<file path="src/rtl/cnu_msg_gen_if.sv">
// Record-in / message-out handshake bundle for the check-node message generator.
// The master drives compressed records and accepts messages; the slave is the generator.
interface cnu_msg_gen_if #(
  parameter int BITS = 8,
  parameter int DEG  = 256,
  parameter int K    = $clog2(DEG)
) ();
  logic                   in_valid;
  logic                   in_ready;
  logic [BITS-2:0]        in_min1;
  logic [BITS-2:0]        in_min2;
  logic [K-1:0]           in_idx;
  logic [DEG-1:0]         in_sign;
  logic [K:0]             in_deg;
  logic                   out_valid;
  logic                   out_ready;
  logic signed [BITS-1:0] out_msg;
  logic [K-1:0]           out_edge;
  logic                   out_last;

  modport master (
    output in_valid, in_min1, in_min2, in_idx, in_sign, in_deg, out_ready,
    input  in_ready, out_valid, out_msg, out_edge, out_last
  );

  modport slave (
    input  in_valid, in_min1, in_min2, in_idx, in_sign, in_deg, out_ready,
    output in_ready, out_valid, out_msg, out_edge, out_last
  );
endinterface

</file>
<file path="src/rtl/cnu_msg_gen.sv">
// Expands one compressed min-sum check-node record into one signed message per edge.
// Define CNU_OFFSET_EN to build the offset min-sum variant (magnitudes reduced by OFFSET, floored at 0).
module cnu_msg_gen #(
  parameter int BITS   = 8,
  parameter int DEG    = 256,
  parameter int K      = $clog2(DEG),
  parameter int OFFSET = 1
) (
  input  logic         clk,
  input  logic         rst_n,
  cnu_msg_gen_if.slave bus
);

  typedef enum logic {IDLE, EMIT} state_t;

`ifdef CNU_OFFSET_EN
  localparam bit OFF_ON = 1'b1;
`else
  localparam bit OFF_ON = 1'b0;
`endif
  localparam logic [BITS-2:0] OFF_M = OFF_ON ? (BITS-1)'(OFFSET) : '0;

  state_t                 state, state_nxt;
  logic [K-1:0]           e;
  logic [K-1:0]           d_last;
  logic [K-1:0]           idx_r;
  logic [BITS-2:0]        mag1_r, mag2_r;
  logic [DEG-1:0]         sign_r;
  logic                   s_r;

  logic [K:0]             deg_eff;
  logic [DEG-1:0]         keep;
  logic [DEG-1:0]         sign_kept;
  logic                   accept;
  logic                   step;
  logic                   last;
  logic [BITS-2:0]        mag;
  logic signed [BITS-1:0] mag_s;
  logic signed [BITS-1:0] msg;

  function automatic logic [BITS-2:0] shave(input logic [BITS-2:0] m);
    return (m > OFF_M) ? m - OFF_M : '0;
  endfunction

  // Degree 0 or anything above DEG means a full-degree record.
  always_comb begin
    deg_eff = (bus.in_deg == '0 || bus.in_deg > (K+1)'(DEG)) ? (K+1)'(DEG) : bus.in_deg;
    for (int i = 0; i < DEG; i++) keep[i] = (K+1)'(i) < deg_eff;
    sign_kept = bus.in_sign & keep;
  end

  assign accept = bus.in_valid && bus.in_ready;
  assign step   = (state == EMIT) && bus.out_ready;
  assign last   = (e == d_last);

  // NOTE: sequential state uses non-blocking assignments so every flop samples pre-edge values.
  always_ff @(posedge clk) begin
    if (!rst_n) state <= IDLE;
    else        state <= state_nxt;
  end

  always_comb begin
    state_nxt = state;
    unique case (state)
      IDLE: if (accept) state_nxt = EMIT;
      EMIT: if (step && last && !accept) state_nxt = IDLE;
      default: state_nxt = IDLE;
    endcase
  end

  always_ff @(posedge clk) begin
    if (!rst_n)      e <= '0;
    else if (accept) e <= '0;
    else if (step)   e <= e + K'(1);
  end

  // NOTE: the record registers carry no reset; nothing reads them outside EMIT, which is only entered by loading them.
  always_ff @(posedge clk) begin
    if (accept) begin
      mag1_r <= shave(bus.in_min1);
      mag2_r <= shave(bus.in_min2);
      idx_r  <= bus.in_idx;
      sign_r <= sign_kept;
      s_r    <= ^sign_kept;
      d_last <= K'(deg_eff - (K+1)'(1));
    end
  end

  // An idx at or beyond the degree never matches e, so every edge then takes min1.
  always_comb begin
    mag   = (e == idx_r) ? mag2_r : mag1_r;
    mag_s = {1'b0, mag};
    msg   = (s_r ^ sign_r[e]) ? -mag_s : mag_s;
  end

  // NOTE: every output gets a default before the case so no latch is inferred.
  always_comb begin
    bus.in_ready  = 1'b0;
    bus.out_valid = 1'b0;
    bus.out_msg   = '0;
    bus.out_edge  = '0;
    bus.out_last  = 1'b0;
    if (state == EMIT) begin
      bus.out_valid = 1'b1;
      bus.out_msg   = msg;
      bus.out_edge  = e;
      bus.out_last  = last;
      bus.in_ready  = rst_n && last && bus.out_ready;
    end else begin
      bus.in_ready  = rst_n;
    end
  end

endmodule

</file>
<file path="src/flat_wrapper.sv">
// flat-port wrapper written by rule: the top's interface ports become plain ports
module cnu_msg_gen_flat 
#(
  parameter int BITS   = 8,
  parameter int DEG    = 256,
  parameter int K      = $clog2(DEG),
  parameter int OFFSET = 1
)
  (clk, rst_n, bus_in_valid, bus_in_min1, bus_in_min2, bus_in_idx, bus_in_sign, bus_in_deg, bus_out_ready, bus_in_ready, bus_out_valid, bus_out_msg, bus_out_edge, bus_out_last);
  cnu_msg_gen_if #(.BITS(BITS), .DEG(DEG), .K(K)) bus_i ();
  input  logic clk;
  input  logic rst_n;
  input wire logic [$bits(bus_i.in_valid)-1:0] bus_in_valid;
  input wire logic [$bits(bus_i.in_min1)-1:0] bus_in_min1;
  input wire logic [$bits(bus_i.in_min2)-1:0] bus_in_min2;
  input wire logic [$bits(bus_i.in_idx)-1:0] bus_in_idx;
  input wire logic [$bits(bus_i.in_sign)-1:0] bus_in_sign;
  input wire logic [$bits(bus_i.in_deg)-1:0] bus_in_deg;
  input wire logic [$bits(bus_i.out_ready)-1:0] bus_out_ready;
  output wire logic [$bits(bus_i.in_ready)-1:0] bus_in_ready;
  output wire logic [$bits(bus_i.out_valid)-1:0] bus_out_valid;
  output wire logic [$bits(bus_i.out_msg)-1:0] bus_out_msg;
  output wire logic [$bits(bus_i.out_edge)-1:0] bus_out_edge;
  output wire logic [$bits(bus_i.out_last)-1:0] bus_out_last;
  assign bus_i.in_valid = bus_in_valid;
  assign bus_i.in_min1 = bus_in_min1;
  assign bus_i.in_min2 = bus_in_min2;
  assign bus_i.in_idx = bus_in_idx;
  assign bus_i.in_sign = bus_in_sign;
  assign bus_i.in_deg = bus_in_deg;
  assign bus_i.out_ready = bus_out_ready;
  assign bus_in_ready = bus_i.in_ready;
  assign bus_out_valid = bus_i.out_valid;
  assign bus_out_msg = bus_i.out_msg;
  assign bus_out_edge = bus_i.out_edge;
  assign bus_out_last = bus_i.out_last;
  cnu_msg_gen #(.BITS(BITS), .DEG(DEG), .K(K), .OFFSET(OFFSET)) u_core (.clk(clk), .rst_n(rst_n), .bus(bus_i));
endmodule
</file>
<file path="config.mk">
export PLATFORM = sky130hd
export DESIGN_NAME = cnu_msg_gen_flat
export DESIGN_NICKNAME = d
export VERILOG_FILES = /design/src/rtl/cnu_msg_gen_if.sv /design/src/rtl/cnu_msg_gen.sv /design/src/flat_wrapper.sv
export SDC_FILE = /design/constraint.sdc
export NUM_CORES = 1
export LEC_CHECK = 0
export BUFFER_PORTS_ARGS = -buffer_cell sky130_fd_sc_hd__buf_4
export CORE_UTILIZATION = 50
export DETAILED_ROUTE_END_ITERATION = 10
export PLACE_DENSITY = 0.72
export SLEW_MARGIN = 20
export SYNTH_ARGS = -nofsm -noshare
export SYNTH_HDL_FRONTEND = slang
export SYNTH_SLANG_ARGS = --single-unit
</file>
<file path="constraint.sdc">
create_clock -name clk -period 12.3 [get_ports clk]
set_clock_uncertainty 0.1 [all_clocks]
set_input_delay 0 -clock clk [delete_from_list [all_inputs] [get_ports clk]]
set_output_delay 0 -clock clk [all_outputs]
set_load 0.1 [all_outputs]
</file>
==> results by group <==
Synth
  • Post-synth EDFFs: roughly 290
  • Mapped Area: ~0.019 mm²
  • Most common flop cell mapped by yosys: edfxtp_1
  • Post-synth top area cell: edfxtp_1
  • Mapped Nets: approximately 1800
  • Synthesized area per cell: about 12 µm²
  • Synth unique cells: just under 80
  • Synth warn: 0
  • Main area contributors after synthesis: edfxtp_1, mux4_2, xnor2_1
  • Synth async-reset ratio: 0%
  • Top cells by count, synth: edfxtp_1, xnor2_1, nand2_1
  • Top cell type's share of synthesized area: 46.4%
  • FF+latch count, synth: ~300
  • Sequential-to-total area share from yosys stat: between 40% and 50%
  • Most frequent cell after synthesis: edfxtp_1
  • Syn Inst Count: between 1500 and 2000

Layout
  • Ratio of cells with drive above 1 in the final layout: 23.8%
  • Filler cells: ~2500
  • Utilization after layout: between 60% and 70%
  • Area delta synth->final: 36.3%
  • Nets: between 2000 and 2500
  • Sequential Area: ~0.009 mm²
  • Multi-input gate area: 0.00918 mm²

Timing
  • Setup violators final: 0
  • Final worst setup slack: 6.42 ns
  • RSZ-0062 raised after global routing: no
  • Normalized max-slew margin: 25.1%
  • Fin. max-slew vios: 0
  • Final hold violation count: 0
  • Final cycle utilization of the critical path: a little under half
  • Setup TNS: 0 ns
  • Final min period: roughly 5.9 ns
  • Max Freq: approximately 0.17 GHz
  • Worst-margin pin slew: ~1.1 ns

Worst setup path
  • CP peak stage delay: between 1 and 1.5 ns
  • Delay-heaviest family, CP: XOR/XNOR gates
  • Crit Reg-Reg Startpoint: u_core.e[2]$_SDFFE_PP0P_
  • Data arrival time of the worst path: around 6 ns
  • Crit path capture: u_core.s_r$_DFFE_PP_
  • RR Endpoint: u_core.sign_r[187]$_DFFE_PP_
  • Setup crit end kind: register
  • Register-to-register setup slack: 7.51 ns
  • Worst setup path class: in2reg
  • Critical Path Fanout Max: 53
  • Critical Path Source: bus_in_deg[7]
  • Crit path buf inv count: 3
  • Crit-path cells: dlygate4sd3_1 > buf_4 > inv_1 > nand4_1 > ha_2 > nand3b_1 > or2_0 > o2111a_1 > xnor2_1 > xnor3_1 > xor3_1 > xor3_1 > xnor3_1 > xnor3_1
  • Most used cell along the critical path: xnor3_1
  • Critical path depth: 14
  • R2R cell count: 9
  • Setup crit start kind: input pin
  • Slowest CP cell: ha_2
  • CP Data Required Time: 12.51 ns

Detailed routing
  • Antenna viol nets, final: 0
  • Vias per cell: 6.64
  • Detailed Routing Iterations Pass 1: 6
  • Wire length per cell: about 33 µm
  • Post-route DRC: 0
  • Post-Route WL: 85200 µm
  • Iter 0 DRT Violations: 2610
  • Vias: about 17000

Clock network
  • Num CTS Buffers: 35
  • CTS tree: done
  • Clock tree buffer depth: 3
  • Clk sinks: just under 300
  • H-tree depth: 2
  • Worst-path clk slew: approximately 0.070 ns
  • Clock root buffer: clkbuf_16
  • CTS hold repair buffers: between 200 and 300
  • Postcts setup bufs: 0
  • Cts repair resizes: 0
  • Worst-Skew Late Latency: between 0.5 and 0.6 ns

Global routing
  • Grt ovf: 0
  • Largest net degree at the start of global routing: 85
  • First-pass GRT wire length: ~120000 µm
  • Initial antenna violation count: 8
  • Vias in the first global route: between 15000 and 20000
  • Total track usage: approximately 45%

Place
  • Setup WS pre-CTS: 6.09 ns
  • GP Congestion: between 1 and 1.5
  • Port Buffers: roughly 310
  • HPWL after DPL: around 60000 µm

Power
  • VDD IR max: 0.000155 V
  • LEAKAGE: around 9.8 nW
  • Pwr dens: about 130 mW/mm²

Job
  • Max-Cap Viols: 0

Run status
  • Outcome: complete, no violations

Hold path
  • Hold_sp: bus_in_deg[5]
  • Worst Hold Class: in2reg

Floorplanning
  • Top Ports: 310
  • Die W: 195 µm
  • DIE AREA: approximately 0.038 mm²
  • Core area: around 0.037 mm²
  • Vert. Die Dim: 195 µm
  • Initial Util: approximately half
  • Row Count: 70
[area by class of cell]
type                       instances  share of cell area (%)
multi-input combinational       1102                    36.3
sequential                       296                    34.8
timing repair buffer             637                    21.7
clock buffer                      43                    3.66
tap                              468                    2.31
clock inverter                    20                   0.761
inverter                          26                   0.386
antenna                            8                  0.0791
[through the flow]
step	power [W]	hold WS (ns)	cells	area, µm²
2_1_floorplan	0.00190	-0.00113	1549	18600
3_3_place_gp	0.00218	0.0796	2243	21300
3_5_place_dp	0.00220	0.0794	2244	21300
4_1_cts	0.00329	0.0135	2592	25300
5_1_grt	0.00340	0.0599	2594	25300
6_report	0.00333	0.0536	2600	25300
[logic make-up after synthesis]
family                   count (synthesis)  synth area share (%)
XOR/XNOR                               205                  13.3
buffers and inverters                  151                  3.40
multiplexers                           109                  10.6
adder cells (fa/ha/maj)                  4                 0.269
AO/OA/AOI/OAI                          405                  14.9
flip-flops                             296                  47.4
AND/OR/NAND/NOR                        379                  10.2
[report_power, final]
group          switching [W]  total, W  internal, W
Clock               0.000444   0.00105     0.000603
Combinational       0.000508   0.00109     0.000581
Sequential         0.0000180   0.00120      0.00118
Total               0.000969   0.00333      0.00236
[cell usage in the layout, fill, tap and decap left out, types with 13 or more instances in the layout]
cell type      instances
buf_4                351
edfxtp_1             287
dlygate4sd3_1        285
xnor2_1              123
nand2_1              114
a21oi_1               90
nor2_1                79
mux4_2                70
o21ai_0               68
o211a_1               47
and2_1                44
xnor3_1               40
mux2i_1               38
clkbuf_16             36
a21boi_0              33
xor2_1                33
o21a_1                31
inv_1                 24
nor2b_1               23
o21ai_1               21
nor3_1                17
nand3_1               16
a211oi_1              15
o211ai_1              13
[worst min path at each step]
stage,end,depth (start not counted)
after floorplan,u_core.idx_r[0]$_DFFE_PP_,0
after global placement,u_core.mag1_r[6]$_SDFFCE_PP0P_,1
after detailed placement,u_core.idx_r[6]$_DFFE_PP_,1
after CTS,u_core.d_last[5]$_DFFE_PP_,3
after global routing,u_core.d_last[5]$_DFFE_PP_,3
final,u_core.d_last[5]$_DFFE_PP_,3
[registers in the layout, summed over array words and instances (netlist names)]
signal / count
u_core.idx_r: 8
u_core.sign_r: 256
u_core.mag1_r: 7
u_core.e: 8
u_core.state: 1
u_core.d_last: 8
u_core.s_r: 1
u_core.mag2_r: 7
[layer usage]
metal / GRT usage, % / vias to the layer above / share of wire [%]
li1: - / 6950 / -
met1: 59.2 / 8462 / 36
met2: 66.3 / 1535 / 44
met3: 12.3 / 323 / 14
met4: 24.8 / 4 / 6.6
met5: 0 / - / 0.039
[worst register-to-register path: stages, from the launching register on]
cell and delay [ns]:
dfxtp_1 0.31, buf_4 0.49, xnor2_1 0.19, nand4_1 0.11
nor2_1 0.16, a21boi_0 0.13, nor2b_1 0.17, and2_4 0.68
buf_4 0.98, buf_4 0.98
Note: power is estimated with default switching activity, not from simulation.
